$ cat config.mk
export PLATFORM = sky130hd
export DESIGN_NAME = stream_detect_sched_flat
export DESIGN_NICKNAME = d
export VERILOG_FILES = /design/src/rtl/stream_detect_sched_if.sv /design/src/rtl/stream_detect_sched.sv /design/src/flat_wrapper.sv
export SDC_FILE = /design/constraint.sdc
export NUM_CORES = 1
export LEC_CHECK = 0
export BUFFER_PORTS_ARGS = -buffer_cell sky130_fd_sc_hd__buf_4
export CAP_MARGIN = 20
export CORE_MARGIN = 5
export CORE_UTILIZATION = 50
export CTS_CLUSTER_SIZE = 20
export DETAILED_ROUTE_END_ITERATION = 8
export GPL_TIMING_DRIVEN = 1
export PLACE_DENSITY = 0.82
export SLEW_MARGIN = 20
export SYNTH_ARGS = -nofsm -noshare
export SYNTH_HDL_FRONTEND = slang
export SYNTH_SLANG_ARGS = --single-unit
$ cat constraint.sdc
create_clock -name i_clk -period 1.9 [get_ports i_clk]
set_clock_uncertainty 0.1 [all_clocks]
set_input_delay 0.285 -clock i_clk [delete_from_list [all_inputs] [get_ports i_clk]]
set_output_delay 0.285 -clock i_clk [all_outputs]
set_load 0.05 [all_outputs]
$ cat src/rtl/stream_detect_sched_if.sv
// Requester-side and detector-side signals of the round-robin detector scheduler.
// The scheduler sits on the slave modport; the requesters, detector and bench sit on the master modport.
interface stream_detect_sched_if #(
    parameter int NUM_REQ = 4,
    parameter int ID_W    = 2,
    parameter int WIDTH   = 4,
    parameter int BEAT_W  = 4
);
    logic [NUM_REQ-1:0]       i_req;
    logic [NUM_REQ-1:0]       i_last;
    logic [NUM_REQ*WIDTH-1:0] i_sym;
    logic                     i_det_hit;
    logic [NUM_REQ-1:0]       o_gnt;
    logic                     o_det_clr;
    logic                     o_det_vld;
    logic [WIDTH-1:0]         o_det_sym;
    logic                     o_done;
    logic [ID_W-1:0]          o_id;
    logic                     o_hit;
    logic                     o_abort;
    logic [BEAT_W-1:0]        o_beats;

    modport master (
        output i_req, i_last, i_sym, i_det_hit,
        input  o_gnt, o_det_clr, o_det_vld, o_det_sym, o_done, o_id, o_hit, o_abort, o_beats
    );

    modport slave (
        input  i_req, i_last, i_sym, i_det_hit,
        output o_gnt, o_det_clr, o_det_vld, o_det_sym, o_done, o_id, o_hit, o_abort, o_beats
    );
endinterface

$ cat src/rtl/stream_detect_sched.sv
// Round-robin scheduler sharing one symbol-stream detector: grant, clear, stream, drain, report.
// Optional macro DETECT_TIMEOUT_EN ends a burst after MAX_BURST beats without i_last.
module stream_detect_sched #(
    parameter int NUM_REQ   = 4,
    parameter int ID_W      = 2,
    parameter int WIDTH     = 4,
    parameter int BEAT_W    = 4,
    parameter int MAX_BURST = 8,
    parameter int DET_LAT   = 1
) (
    input  logic                  i_clk,
    input  logic                  i_rst,
    stream_detect_sched_if.slave  bus
);

    localparam int DRAIN_W = (DET_LAT > 1) ? $clog2(DET_LAT) : 1;
    localparam logic [NUM_REQ-1:0] ONE_REQ = NUM_REQ'(1);

    if (NUM_REQ > 2**ID_W || MAX_BURST > 2**BEAT_W - 1) begin : g_bad_cfg
        $error("stream_detect_sched: NUM_REQ or MAX_BURST out of range");
    end

    typedef enum logic [2:0] {
        S_IDLE,
        S_CLEAR,
        S_STREAM,
        S_DRAIN,
        S_DONE
    } state_t;

    state_t               r_state, w_stateNext;
    logic [ID_W-1:0]      r_idx, w_idxNext;
    logic [ID_W-1:0]      r_rrPtr, w_rrNext;
    logic [BEAT_W-1:0]    r_beats, w_beatsNext;
    logic                 r_hit, w_hitNext;
    logic                 r_abort, w_abortNext;
    logic [DRAIN_W-1:0]   r_drainCnt, w_drainNext;

    logic [NUM_REQ-1:0]   w_upMask, w_pool, w_gntNext;
    logic [ID_W-1:0]      w_winner;
    logic                 w_anyReq, w_reqSel, w_lastSel;
    logic [WIDTH-1:0]     w_symSel;

    // Requests at or above the pointer win first; otherwise wrap to the lowest index.
    assign w_upMask = ~((ONE_REQ << r_rrPtr) - ONE_REQ);
    assign w_pool   = (|(bus.i_req & w_upMask)) ? (bus.i_req & w_upMask) : bus.i_req;
    assign w_anyReq = |bus.i_req;

    always_comb begin
        w_winner = '0;
        for (int k = NUM_REQ - 1; k >= 0; k--) begin
            if (w_pool[k]) w_winner = ID_W'(k);
        end
    end

    always_comb begin
        w_symSel = '0;
        for (int k = 0; k < NUM_REQ; k++) begin
            if (ID_W'(k) == r_idx) w_symSel = bus.i_sym[k*WIDTH +: WIDTH];
        end
    end

    assign w_reqSel  = bus.i_req[r_idx];
    assign w_lastSel = bus.i_last[r_idx];

    assign bus.o_det_vld = (r_state == S_STREAM) && w_reqSel;
    assign bus.o_det_sym = (r_state == S_STREAM) ? w_symSel : '0;

    always_comb begin
        w_stateNext = r_state;
        w_idxNext   = r_idx;
        w_rrNext    = r_rrPtr;
        w_beatsNext = r_beats;
        w_hitNext   = r_hit;
        w_abortNext = r_abort;
        w_drainNext = r_drainCnt;
        case (r_state)
            S_IDLE: begin
                if (w_anyReq) begin
                    w_idxNext   = w_winner;
                    w_beatsNext = '0;
                    w_hitNext   = 1'b0;
                    w_abortNext = 1'b0;
                    w_stateNext = S_CLEAR;
                end
            end
            S_CLEAR: begin
                w_stateNext = S_STREAM;
            end
            S_STREAM: begin
                w_hitNext   = r_hit | bus.i_det_hit;
                w_drainNext = '0;
                if (!w_reqSel) begin
                    w_abortNext = 1'b1;
                    w_stateNext = S_DRAIN;
                end else begin
                    if (r_beats != '1) w_beatsNext = r_beats + BEAT_W'(1);
                    if (w_lastSel) begin
                        w_stateNext = S_DRAIN;
`ifdef DETECT_TIMEOUT_EN
                    end else if (r_beats == BEAT_W'(MAX_BURST - 1)) begin
                        w_abortNext = 1'b1;
                        w_stateNext = S_DRAIN;
`endif
                    end
                end
            end
            S_DRAIN: begin
                w_hitNext = r_hit | bus.i_det_hit;
                if (r_drainCnt == DRAIN_W'(DET_LAT - 1)) w_stateNext = S_DONE;
                else                                     w_drainNext = r_drainCnt + DRAIN_W'(1);
            end
            S_DONE: begin
                w_rrNext    = (int'(r_idx) == NUM_REQ - 1) ? '0 : r_idx + ID_W'(1);
                w_stateNext = S_IDLE;
            end
            default: w_stateNext = S_IDLE;
        endcase
    end

    always_comb begin
        w_gntNext = '0;
        for (int k = 0; k < NUM_REQ; k++) begin
            w_gntNext[k] = (w_stateNext == S_STREAM) && (ID_W'(k) == w_idxNext);
        end
    end

    // Result outputs are captured only on the DRAIN->DONE edge so they hold until the next DONE.
    always_ff @(posedge i_clk) begin
        if (i_rst) begin
            r_state       <= S_IDLE;
            r_idx         <= '0;
            r_rrPtr       <= '0;
            r_beats       <= '0;
            r_hit         <= 1'b0;
            r_abort       <= 1'b0;
            r_drainCnt    <= '0;
            bus.o_gnt     <= '0;
            bus.o_det_clr <= 1'b0;
            bus.o_done    <= 1'b0;
            bus.o_id      <= '0;
            bus.o_hit     <= 1'b0;
            bus.o_abort   <= 1'b0;
            bus.o_beats   <= '0;
        end else begin
            r_state       <= w_stateNext;
            r_idx         <= w_idxNext;
            r_rrPtr       <= w_rrNext;
            r_beats       <= w_beatsNext;
            r_hit         <= w_hitNext;
            r_abort       <= w_abortNext;
            r_drainCnt    <= w_drainNext;
            bus.o_gnt     <= w_gntNext;
            bus.o_det_clr <= (w_stateNext == S_CLEAR);
            bus.o_done    <= (w_stateNext == S_DONE);
            if (r_state == S_DRAIN && w_stateNext == S_DONE) begin
                bus.o_id    <= r_idx;
                bus.o_hit   <= w_hitNext;
                bus.o_abort <= r_abort;
                bus.o_beats <= r_beats;
            end
        end
    end

endmodule
$ cat src/flat_wrapper.sv
// flat-port wrapper written by rule: the top's interface ports become plain ports
module stream_detect_sched_flat 
#(
    parameter int NUM_REQ   = 4,
    parameter int ID_W      = 2,
    parameter int WIDTH     = 4,
    parameter int BEAT_W    = 4,
    parameter int MAX_BURST = 8,
    parameter int DET_LAT   = 1
)
  (i_clk, i_rst, bus_i_req, bus_i_last, bus_i_sym, bus_i_det_hit, bus_o_gnt, bus_o_det_clr, bus_o_det_vld, bus_o_det_sym, bus_o_done, bus_o_id, bus_o_hit, bus_o_abort, bus_o_beats);
  stream_detect_sched_if #(.NUM_REQ(NUM_REQ), .ID_W(ID_W), .WIDTH(WIDTH), .BEAT_W(BEAT_W)) bus_i ();
  input  logic i_clk;
  input  logic i_rst;
  input wire logic [$bits(bus_i.i_req)-1:0] bus_i_req;
  input wire logic [$bits(bus_i.i_last)-1:0] bus_i_last;
  input wire logic [$bits(bus_i.i_sym)-1:0] bus_i_sym;
  input wire logic [$bits(bus_i.i_det_hit)-1:0] bus_i_det_hit;
  output wire logic [$bits(bus_i.o_gnt)-1:0] bus_o_gnt;
  output wire logic [$bits(bus_i.o_det_clr)-1:0] bus_o_det_clr;
  output wire logic [$bits(bus_i.o_det_vld)-1:0] bus_o_det_vld;
  output wire logic [$bits(bus_i.o_det_sym)-1:0] bus_o_det_sym;
  output wire logic [$bits(bus_i.o_done)-1:0] bus_o_done;
  output wire logic [$bits(bus_i.o_id)-1:0] bus_o_id;
  output wire logic [$bits(bus_i.o_hit)-1:0] bus_o_hit;
  output wire logic [$bits(bus_i.o_abort)-1:0] bus_o_abort;
  output wire logic [$bits(bus_i.o_beats)-1:0] bus_o_beats;
  assign bus_i.i_req = bus_i_req;
  assign bus_i.i_last = bus_i_last;
  assign bus_i.i_sym = bus_i_sym;
  assign bus_i.i_det_hit = bus_i_det_hit;
  assign bus_o_gnt = bus_i.o_gnt;
  assign bus_o_det_clr = bus_i.o_det_clr;
  assign bus_o_det_vld = bus_i.o_det_vld;
  assign bus_o_det_sym = bus_i.o_det_sym;
  assign bus_o_done = bus_i.o_done;
  assign bus_o_id = bus_i.o_id;
  assign bus_o_hit = bus_i.o_hit;
  assign bus_o_abort = bus_i.o_abort;
  assign bus_o_beats = bus_i.o_beats;
  stream_detect_sched #(.NUM_REQ(NUM_REQ), .ID_W(ID_W), .WIDTH(WIDTH), .BEAT_W(BEAT_W), .MAX_BURST(MAX_BURST), .DET_LAT(DET_LAT)) u_core (.i_clk(i_clk), .i_rst(i_rst), .bus(bus_i));
endmodule
# == Word level (Yosys, flattened, before mapping) ==
# Index checks and enable logic that the tools add are counted.
# Widths: inputs -> output; s select.
# totals
inputBits,27
regBits,28
output_inout_bits,19
# op_classes
shift,1
n_addsub,4
n_reduce_logical,16
n_bitwise,3
eq_ne,19
magnitude_cmp,1
mux,33
# op_table
operator,count
$mux 4,9
$mux 2,7
$mux 3,4
$pmux 3 s4,1
$eq 3x2->1 const B,3
$eq 2x2->1 const A,4
$pmux 4 s2,1
$reduce_or 4->1,2
$eq 3x1->1 const B,2
$eq 3x3->1 const B,2
$logic_and 1x1->1,6
$mux 1,6
$pmux 1 s2,3
$add 4x1->4 const B,1
$and 4x4->4,1
$bmux 1 s2,2
$eq 1x2->1 const A,2
$logic_not 2->1,2
$ne 2x1->1 const B,2
$ne 2x2->1 const B,2
$ne 4x4->1 const B,1
$not 4->4,1
$reduce_and 4->1,1
$reduce_bool 2->1,2
other kinds (10),10

# == Depth between registers and ports, before layout ==
# Gate-level depths: netlist of the first run.
# logic_depth
ltp_word,14
ltp_mapped,8
depth_no_buf,7

# == Worst setup path after synthesis of the first run ==
# OpenSTA, ideal clock, no wires.
# synth_timing
path_type,reg-to-output
from,reg u_core.r_idx[1]
to,out bus_o_det_sym[0]
setup_slack_ns,-0.404
arrival_time_ns,1.919
t_required_ns,1.515
path_stages_with_launch,9
path_buffers,1
path_cell_list,dfxtp_1 -> buf_2 -> inv_1 -> ha_1 -> nor2b_1 -> a221oi_1 -> nor3_1 -> a21oi_1 -> nor2_1
# synth_between
elab_chain_len,6
# synth_rtl
item,line_no,rtl
from (decl),stream_detect_sched.sv:32,"logic [ID_W-1:0] r_idx, w_idxNext;"
from (signal assigned),stream_detect_sched.sv:147,r_idx <= w_idxNext;
$logic_not 2->1,stream_detect_sched.sv:59,if (ID_W'(k) == r_idx) w_symSel = bus.i_sym[k*WIDTH +: WIDTH];
$mux 4 (3 in a row),stream_detect_sched.sv:59,
$mux 4 *,stream_detect_sched.sv:59,
$mux 4 *,stream_detect_sched.sv:67,assign bus.o_det_sym = (r_state == S_STREAM) ? w_symSel : '0;
to (decl),flat_wrapper.sv:22,output wire logic [$bits(bus_i.o_det_sym)-1:0] bus_o_det_sym;
# Mark *: on every way between the ends. The rest lies on a longest branch, timed or not.

# == Worst setup path after layout of the first run ==
# layout_timing
from,reg u_core.r_idx[0]
to,out bus_o_det_sym[3]
# Same word-level chain as after synthesis.

==> results of run 1 <==
-- metrics by stage --
step / power (mW) / cells / TNS, ns / area (sq um)
after floorplan: 1.06 / 172 / 0 / 1470
after global placement: 1.21 / 249 / -0.0181 / 1870
after detailed placement: 1.24 / 249 / -0.303 / 1870
after CTS: 1.56 / 257 / -1.17 / 2050
after global routing: 1.76 / 264 / -1.88 / 2170
final: 1.66 / 264 / -1.38 / 2170
-- cells by family (layout without fill, tap and decap cells) --
logic type,after synthesis,after routing
buf+inv,13,74
mux,4,4
flops,27,27
fa+ha+maj,5,5
compound gates,43,43
xor+xnor,1,1
simple gates,79,79
-- worst paths after layout --
| path | from | slack [ns] | to | depth (start not counted) |
|---|---|---|---|---|
| worst max-delay path | u_core.r_idx[0] | -0.34 | bus_o_det_sym[3] | 8 |
| worst min-delay path | bus_i_det_hit | 0.10 | u_core.r_hit | 3 |
| worst max register to register | u_core.r_idx[1] | 0.02 | u_core.r_beats[1] | 8 |
| worst min register to register | u_core.bus.o_abort | 0.37 | u_core.bus.o_abort | 2 |
-- what timing repair did --
action | CTS | global route
cloned | 0 | 0
gates resized for setup | 27 | 18
pin swaps | 6 | 8
setup buffers | 4 | 7
hold endpoints to repair | 0 | 0
endpoints found under the setup margin | 5 | 5
-- power by group through the flow --
stage,clock network (mW),registers (mW),logic (mW)
after global routing,0.291,0.647,0.826
after global placement,0,0.643,0.571
after floorplan,0,0.677,0.380
final,0.244,0.641,0.777
after detailed placement,0,0.647,0.591
after CTS,0.248,0.637,0.679
-- per-layer routing --
layer  global-route usage  up-vias
li1                     -      724
met1                0.244      715
met2                0.363       60
met3               0.0462        6
met4               0.0545        0
met5                    0        -
-- cell usage after synthesis, types with 4 or more instances --
cell,n,area share
nor2b_1,9,0.040
a21oi_1,16,0.056
nand2b_1,4,0.018
nand3_1,6,0.021
nor2_1,30,0.079
dfxtp_1,27,0.38
nand2_1,10,0.026
inv_1,6,0.016
o21ai_0,4,0.014
clkbuf_1,4,0.011
nor3_1,5,0.018
ha_1,5,0.044
-- worst max-delay path: cells and delay by family, from the launching register on --
kind,cells,cell delay (ns)
compound gates,2,0.49
fa+ha+maj,1,0.16
buf+inv,2,0.21
flops,1,0.39
simple gates,3,0.28
-- sequential cells by signal (all words and copies together), names as in the netlist --
name / cells
u_core.bus.o_det_clr: 1
u_core.r_abort: 1
u_core.bus.o_gnt: 4
u_core.bus.o_done: 1
u_core.r_rrPtr: 2
u_core.r_state: 3
u_core.r_beats: 4
u_core.r_hit: 1
u_core.bus.o_beats: 4
u_core.r_idx: 2
u_core.bus.o_id: 2
u_core.bus.o_hit: 1
u_core.bus.o_abort: 1
-- cell type report --
cell class / count / area [sq um]
clock buffers: 4 / 26.3
multi-input cells: 132 / 1010
fillers: 181 / 562
well taps: 31 / 38.8
flip-flops and latches: 27 / 547
repair buffers: 64 / 526
inverters: 6 / 25.0
==> flow_metrics.py, run 1 <==
metrics = {
    "outcome": {
        "outcome": "finished, violations left",
        "violations": "negative setup slack",
    },
    "placed_design": {
        "gp_congestion": 0.939,
        "place_hpwl_mm": 2.96,
        "io_buffer_count": 45,
        "place_ws_ns": -0.129,
    },
    "power_and_ir_drop": {
        "power_switching_mw": 0.625,
        "power.density_nw_per_um2": 765,
        "p_sw_frac": 0.376,
        "p_comb_frac": 0.467,
        "vdd_ir_drop_max_mv": 0.699,
        "clkPwrFrac": 0.147,
        "leakagePower_nw": 0.901,
        "p_int_mw": 1.04,
        "sequentialPowerShare": 0.386,
    },
    "timing": {
        "rsz0062_at_grt": "true",
        "tightestPinTransition_ns": 0.465,
        "period_needed_ns": 2.24,
        "finalHoldViolCount": 0,
        "max_slew_margin": 0.686,
        "slew_violations": 0,
        "holdWs_ns": 0.103,
        "finalSetupViolCount": 5,
        "worst_slack_ns": -0.339,
        "fin_crit_sh": 1.18,
        "max_freq_mhz": 447,
    },
    "cells_and_area": {
        "drive_gt1_frac": 0.472,
        "finalNetCount": 266,
        "n_antenna_cell": 0,
        "area_growth_pct": 52.7,
        "mostFrequentLayoutCells": "buf_4, nor2_1, dfxtp_1",
        "final_common_cell": "buf_4",
        "final_core_util": 0.795,
    },
    "yosys": {
        "ys_ff_latch": 27,
        "synth_flop_cell": "dfxtp_1",
        "syn_area_sq_um": 1420,
        "async_flop_share": 0,
        "syn_inst": 172,
        "yosysWarningCount": 0,
        "yosysSeqAreaShare": 0.380,
        "synth-simple-area-share": 0.281,
        "synth_compound_area_frac": 0.223,
        "synth-edff-count": 0,
        "syn_area_per_cell_sq_um": 8.27,
        "synthAdderAreaFrac": 0.0440,
        "synth_xor_area_frac": 0.00616,
        "synthesis.nets": 204,
        "yosys-mux-area-fraction": 0.0290,
        "synthDistinctLibCells": 41,
        "synth_top_family_by_area": "simple AND/OR/NAND/NOR gates",
    },
    "detailed_routing": {
        "highest_layer": "met4",
        "wl_mm": 4.43,
        "route.detailed.drc": 0,
        "first_pass_iters": 4,
        "ant_nets": 0,
        "via_count": 1505,
        "dr_wl_met3_um": 323,
        "wl_met2_mm": 2.30,
        "wl_per_cell_um": 16.8,
        "drt_iter0_markers": 140,
        "met1_length_mm": 1.74,
        "drt-vias-per-instance": 5.70,
    },
    "global_routing": {
        "grt_pass1_wl_mm": 6.71,
        "grt_pass1_vias": 1471,
        "grt_antenna_before_repair": 0,
        "gr-total-overflow": 0,
        "grt_util_all_layers": 0.204,
        "grt_max_degree": 21,
    },
    "cts": {
        "cts_tree": "built",
        "cts_buffer_depth": 2,
        "clk_pin_slew_ns": 0.14,
        "cts-root-buf": "clkbuf_4",
        "cts_num_sinks": 27,
        "hold_buffers": 0,
        "h-tree-depth": 1,
        "numCtsBuffers": 3,
        "clk_latency_ns": 0.32,
    },
    "die": {
        "core.rowCount": 19,
        "die_height_um": 63.3,
        "dieArea_sq_um": 4010,
        "die_width_um": 63.3,
        "boundaryPins": 46,
        "fp.coreArea_sq_um": 2730,
        "start_util": 0.520,
    },
    "critical_path": {
        "critPathCaptureType": "primary output",
        "critical_path.slowest_cell": "dfxtp_2",
        "required_ns": 1.51,
        "worstPathArrival_ns": 1.85,
        "cp-start-kind": "flip-flop",
        "slowest_delay_ns": 0.39,
        "criticalPathCategory": "reg2out",
        "path_cells": "inv_2 > ha_4 > nor2b_4 > a221oi_2 > nor3_1 > a21oi_1 > nor2_4 > buf_8",
        "critPathMaxFanout": 3,
    },
    "hold_path": {
        "hp-class": "in2reg",
    },
    "flow_run": {
        "maxCapViolCount": 0,
    },
}
Power figures use the tool's default switching activity.
==> run 2: changes to the inputs <==
SKIP_LAST_GASP = 1   (was not set)
clock period = 2.3 ns   (was 1.9 ns; I/O delays follow)
==> run 2 against run 1 <==
The run now ends clean; via count shrank 8.1%; critical path depth is the same; setup slack gained 0.39 ns; hold slack gained 0.065 ns.
==> flow_metrics.py, run 2 (synthesis gave the netlist of run 1 again) <==
metrics = {
    "cells_and_area": {
        "multi_input_area_sq_um": 905,
        "num-fill-cells": 220,
        "area_growth_pct": 35.7,
        "instances_no_fill": 249,
        "mostFrequentLayoutCells": "buf_4, nor2_1, dfxtp_1",
        "top_regs": "u_core.bus.o_beats (4), u_core.bus.o_gnt (4), u_core.r_beats (4)",
        "final_common_cell": "buf_4",
        "seq_area_sq_um": 549,
        "drive_gt1_frac": 0.390,
        "finalNetCount": 251,
        "final_core_util": 0.706,
        "n_antenna_cell": 0,
    },
    "detailed_routing": {
        "drt_iter0_markers": 63,
        "first_pass_iters": 4,
        "drt-vias-per-instance": 5.55,
        "ant_nets": 0,
        "route.detailed.drc": 0,
        "wl_per_cell_um": 15.1,
        "via_count": 1383,
        "wl_mm": 3.76,
    },
    "cts": {
        "clk_pin_slew_ns": 0.14,
        "clk_latency_ns": 0.32,
        "h-tree-depth": 1,
        "cts_tree": "built",
        "numCtsBuffers": 3,
        "cts_num_sinks": 27,
        "hold_buffers": 0,
        "cts-root-buf": "clkbuf_4",
        "cts_buffer_depth": 2,
    },
    "placed_design": {
        "dp.cells": 243,
        "place_ws_ns": 0.242,
        "io_buffer_count": 45,
        "place_hpwl_mm": 2.81,
        "gp_congestion": 0.841,
    },
    "power_and_ir_drop": {
        "leakagePower_nw": 0.803,
        "vdd_ir_drop_max_mv": 0.515,
        "power.density_nw_per_um2": 634,
    },
    "timing": {
        "holdWs_ns": 0.168,
        "finalHoldViolCount": 0,
        "max_slew_margin": 0.661,
        "finalSetupViolCount": 0,
        "finalSetupTns_ns": 0,
        "worst_slack_ns": 0.0465,
        "tightestPinTransition_ns": 0.502,
        "rsz0062_at_grt": "true",
        "period_needed_ns": 2.25,
        "max_freq_mhz": 444,
        "fin_crit_sh": 0.980,
        "slew_violations": 0,
    },
    "global_routing": {
        "grt_antenna_before_repair": 0,
        "gr-total-overflow": 0,
        "grt_pass1_wl_mm": 5.96,
        "grt_max_degree": 21,
        "grt_pass1_vias": 1329,
        "grt_util_all_layers": 0.178,
    },
    "die": {
        "boundaryPins": 46,
        "die_width_um": 63.3,
        "dieArea_sq_um": 4010,
        "die_height_um": 63.3,
        "core.rowCount": 19,
        "fp.coreArea_sq_um": 2730,
        "start_util": 0.520,
    },
    "critical_path": {
        "worstPathArrival_ns": 1.81,
        "critPathCaptureType": "primary output",
        "critPathMaxFanout": 6,
        "cp-startpoint": "u_core.r_idx[0]",
        "criticalPathCategory": "reg2out",
        "required_ns": 1.86,
        "regToRegStartpoint": "u_core.r_idx[1]",
        "cp-start-kind": "flip-flop",
    },
    "flow_run": {
        "maxCapViolCount": 0,
    },
    "hold_path": {
        "worstHoldStart": "bus_i_det_hit",
        "hp-class": "in2reg",
    },
    "outcome": {
        "outcome": "finished, final reports clean",
    },
}
run 2: final cells by class:
type,instances,area share
well taps,31,0.0201
clock buffers,4,0.0136
flip-flops and latches,27,0.285
inverters,6,0.0130
multi-input cells,132,0.469
repair buffers,49,0.200
run 2: path summary, 6_finish.rpt:
path,cells after the start,slack (ns),end
min,3,0.17,u_core.r_hit
min reg2reg,2,0.37,u_core.bus.o_abort
max reg2reg,6,0.57,u_core.r_beats[0]
max,8,0.05,bus_o_det_sym[2]
run 2: stage by stage:
stage               cell area [sq um]  total power, mW
CTS                              1860             1.19
floorplan                        1430            0.847
finish                           1930             1.22
global placement                 1790            0.955
detailed placement               1790            0.970
global route                     1930             1.30
run 2: critical path, cell delays in order (launching register included):
cell	delay, ns
dfxtp_4	0.39
buf_6	0.13
ha_4	0.18
and3b_1	0.21
a21oi_1	0.04
o21ai_1	0.16
mux2i_1	0.11
nor2_2	0.10
buf_6	0.16
run 2: where the power goes:
| group | switching (mW) | internal (mW) |
|---|---|---|
| logic | 0.283 | 0.207 |
| clock network | 0.134 | 0.0678 |
| registers | 0.0324 | 0.499 |
| total | 0.450 | 0.774 |
run 2: repair_timing:
action / CTS / global route
setup buffers: 0 / 2
resized for setup: 12 / 15
endpoints found under the setup margin: 5 / 5
pin swaps: 1 / 2
run 2: routing by layer:
layer / GRT usage / share of wire / vias to the layer above
li1: - / - / 695
met1: 0.222 / 0.42 / 626
met2: 0.305 / 0.49 / 56
met3: 0.0391 / 0.073 / 6
met4: 0.0468 / 0.011 / 0
met5: 0 / 0 / -
==> run 3: changes to the inputs <==
GPL_TIMING_DRIVEN = 0   (was 1)
RECOVER_POWER = 50   (was not set)
==> run 3 against run 2 <==
The flow now finishes with violations (negative setup slack); global-route usage increased by 1.2 points; core utilization increased by 0.78 points; maximum frequency decreased by 3.6%; clock power increased by 7%; final cell count increased by 4.4%; die area unchanged; hold slack got worse by 0.022 ns; critical path depth increased by 1; setup slack got worse by 0.083 ns; routed wire length increased by 6.5%; sequential power decreased by 3%; highest routed layer unchanged.
==> flow_metrics.py, run 3 (synthesis gave the netlist of run 1 again) <==
metrics = {
    "outcome": {
        "outcome": "finished, violations left",
        "violations": "negative setup slack",
    },
    "power_and_ir_drop": {
        "power.density_nw_per_um2": 649,
        "leakagePower_nw": 0.780,
        "vdd_ir_drop_max_mv": 0.653,
    },
    "timing": {
        "finalHoldViolCount": 0,
        "finalSetupTns_ns": -0.0455,
        "worst_slack_ns": -0.0366,
        "max_slew_margin": 0.592,
        "max_freq_mhz": 428,
        "tightestPinTransition_ns": 0.615,
        "slew_violations": 0,
        "fin_crit_sh": 1.02,
        "rsz0062_at_grt": "true",
        "finalSetupViolCount": 2,
        "period_needed_ns": 2.34,
    },
    "cells_and_area": {
        "seq_area_sq_um": 546,
        "finalNetCount": 262,
        "mostFrequentLayoutCells": "buf_4, nor2_1, dfxtp_1",
        "n_antenna_cell": 0,
        "final_common_cell": "buf_4",
        "area_growth_pct": 37.2,
        "drive_gt1_frac": 0.345,
        "num-fill-cells": 217,
        "top_regs": "u_core.bus.o_beats (4), u_core.bus.o_gnt (4), u_core.r_beats (4)",
        "multi_input_area_sq_um": 913,
    },
    "cts": {
        "cts-root-buf": "clkbuf_4",
        "numCtsBuffers": 3,
        "cts_tree": "built",
        "clk_latency_ns": 0.34,
        "cts_buffer_depth": 2,
        "h-tree-depth": 1,
        "cts_num_sinks": 27,
        "clk_pin_slew_ns": 0.15,
        "hold_buffers": 0,
    },
    "detailed_routing": {
        "drt-vias-per-instance": 5.65,
        "wl_per_cell_um": 15.4,
        "route.detailed.drc": 0,
        "first_pass_iters": 4,
        "drt_iter0_markers": 54,
        "wl_mm": 4.01,
        "ant_nets": 0,
        "via_count": 1468,
    },
    "critical_path": {
        "critical_path.slowest_cell": "dfxtp_2",
        "required_ns": 1.86,
        "criticalPathCategory": "reg2out",
        "worstPathArrival_ns": 1.89,
        "r2r_cells": 7,
        "path_cells": "buf_6 > inv_6 > ha_4 > buf_4 > a221oi_2 > nor3_1 > a21oi_1 > nor2_2 > buf_6",
        "critPathCaptureType": "primary output",
        "slowest_delay_ns": 0.37,
        "reg2reg_to": "u_core.r_beats[0]",
        "path_common_cell": "buf_6",
        "cp-start-kind": "flip-flop",
        "regToRegSetupSlack_ns": 0.40,
        "critPathBufInv": 4,
        "regToRegStartpoint": "u_core.r_idx[1]",
        "critical_path.top_delay_family": "buffers and inverters",
        "critPathMaxFanout": 5,
    },
    "hold_path": {
        "hp-class": "in2reg",
        "worstHoldStart": "bus_i_det_hit",
        "hold_depth": 3,
        "holdPathEnd": "u_core.r_hit",
    },
    "die": {
        "start_util": 0.520,
        "dieArea_sq_um": 4010,
        "boundaryPins": 46,
        "die_width_um": 63.3,
        "fp.coreArea_sq_um": 2730,
        "core.rowCount": 19,
        "die_height_um": 63.3,
    },
    "global_routing": {
        "gr-total-overflow": 0,
        "grt_pass1_vias": 1422,
        "grt_antenna_before_repair": 0,
        "grt_pass1_wl_mm": 6.29,
        "grt_util_all_layers": 0.189,
        "grt_max_degree": 15,
    },
    "placed_design": {
        "gp_congestion": 0.902,
        "io_buffer_count": 45,
        "place_ws_ns": -0.0711,
        "place_hpwl_mm": 2.88,
    },
    "flow_run": {
        "maxCapViolCount": 0,
    },
}
run 3: worst max-delay path by stage:
| stage | from | cells past startpoint | to |
|---|---|---|---|
| finish | u_core.r_idx[1] | 9 | bus_o_det_sym[0] |
| global route | u_core.r_idx[1] | 9 | bus_o_det_sym[1] |
| CTS | u_core.r_state[1] | 5 | bus_o_det_vld |
| detailed placement | u_core.r_idx[0] | 8 | bus_o_det_sym[0] |
| global placement | u_core.r_idx[0] | 8 | bus_o_det_sym[0] |
| floorplan | u_core.r_idx[1] | 8 | bus_o_det_sym[0] |
run 3: power by group:
group          internal, mW  leakage, nW  switching, mW
clock network        0.0682       0.0150          0.148
registers             0.497        0.220         0.0165
logic                 0.219        0.545          0.317
total                 0.785        0.780          0.481
run 3: worst register-to-register path: cells and delay by family, from the launching register on:
| family | cells | cell delay [ns] |
|---|---|---|
| AO/OA/AOI/OAI | 3 | 0.66 |
| flip-flops | 1 | 0.36 |
| multiplexers | 1 | 0.29 |
| buffers and inverters | 2 | 0.28 |
| AND/OR/NAND/NOR | 1 | 0.13 |
run 3: layout make-up:
type                    count  area share
multi-input cells         132       0.468
flip-flops and latches     27       0.279
repair buffers             53       0.187
well taps                  31      0.0199
plain buffers               7      0.0186
inverters                   6      0.0141
clock buffers               4      0.0135
run 3: metrics by stage:
| stage | hold WS [ns] | utilization | instances | power, mW | instance area [sq um] |
|---|---|---|---|---|---|
| 3_3_place_gp | 0.346 | 0.662 | 248 | 0.959 | 1810 |
| 4_1_cts | 0.149 | 0.707 | 256 | 1.23 | 1930 |
| 3_5_place_dp | 0.353 | 0.662 | 248 | 0.977 | 1810 |
| 2_1_floorplan | 0.336 | - | 172 | 0.847 | 1430 |
| 6_report | 0.147 | 0.714 | 260 | 1.27 | 1950 |
| 5_1_grt | 0.168 | 0.714 | 260 | 1.34 | 1950 |
run 3: repair_timing:
action,CTS,global route
gates resized for setup,20,13
pin swaps,1,2
buffers inserted,4,4
setup endpoints to repair,5,5
run 3: metal layers:
layer | part of all wire | vias to the layer above | global-route usage
li1 | - | 720 | -
met1 | 0.40 | 674 | 0.224
met2 | 0.49 | 63 | 0.327
met3 | 0.077 | 11 | 0.0391
met4 | 0.026 | 0 | 0.0805
met5 | 0 | - | 0
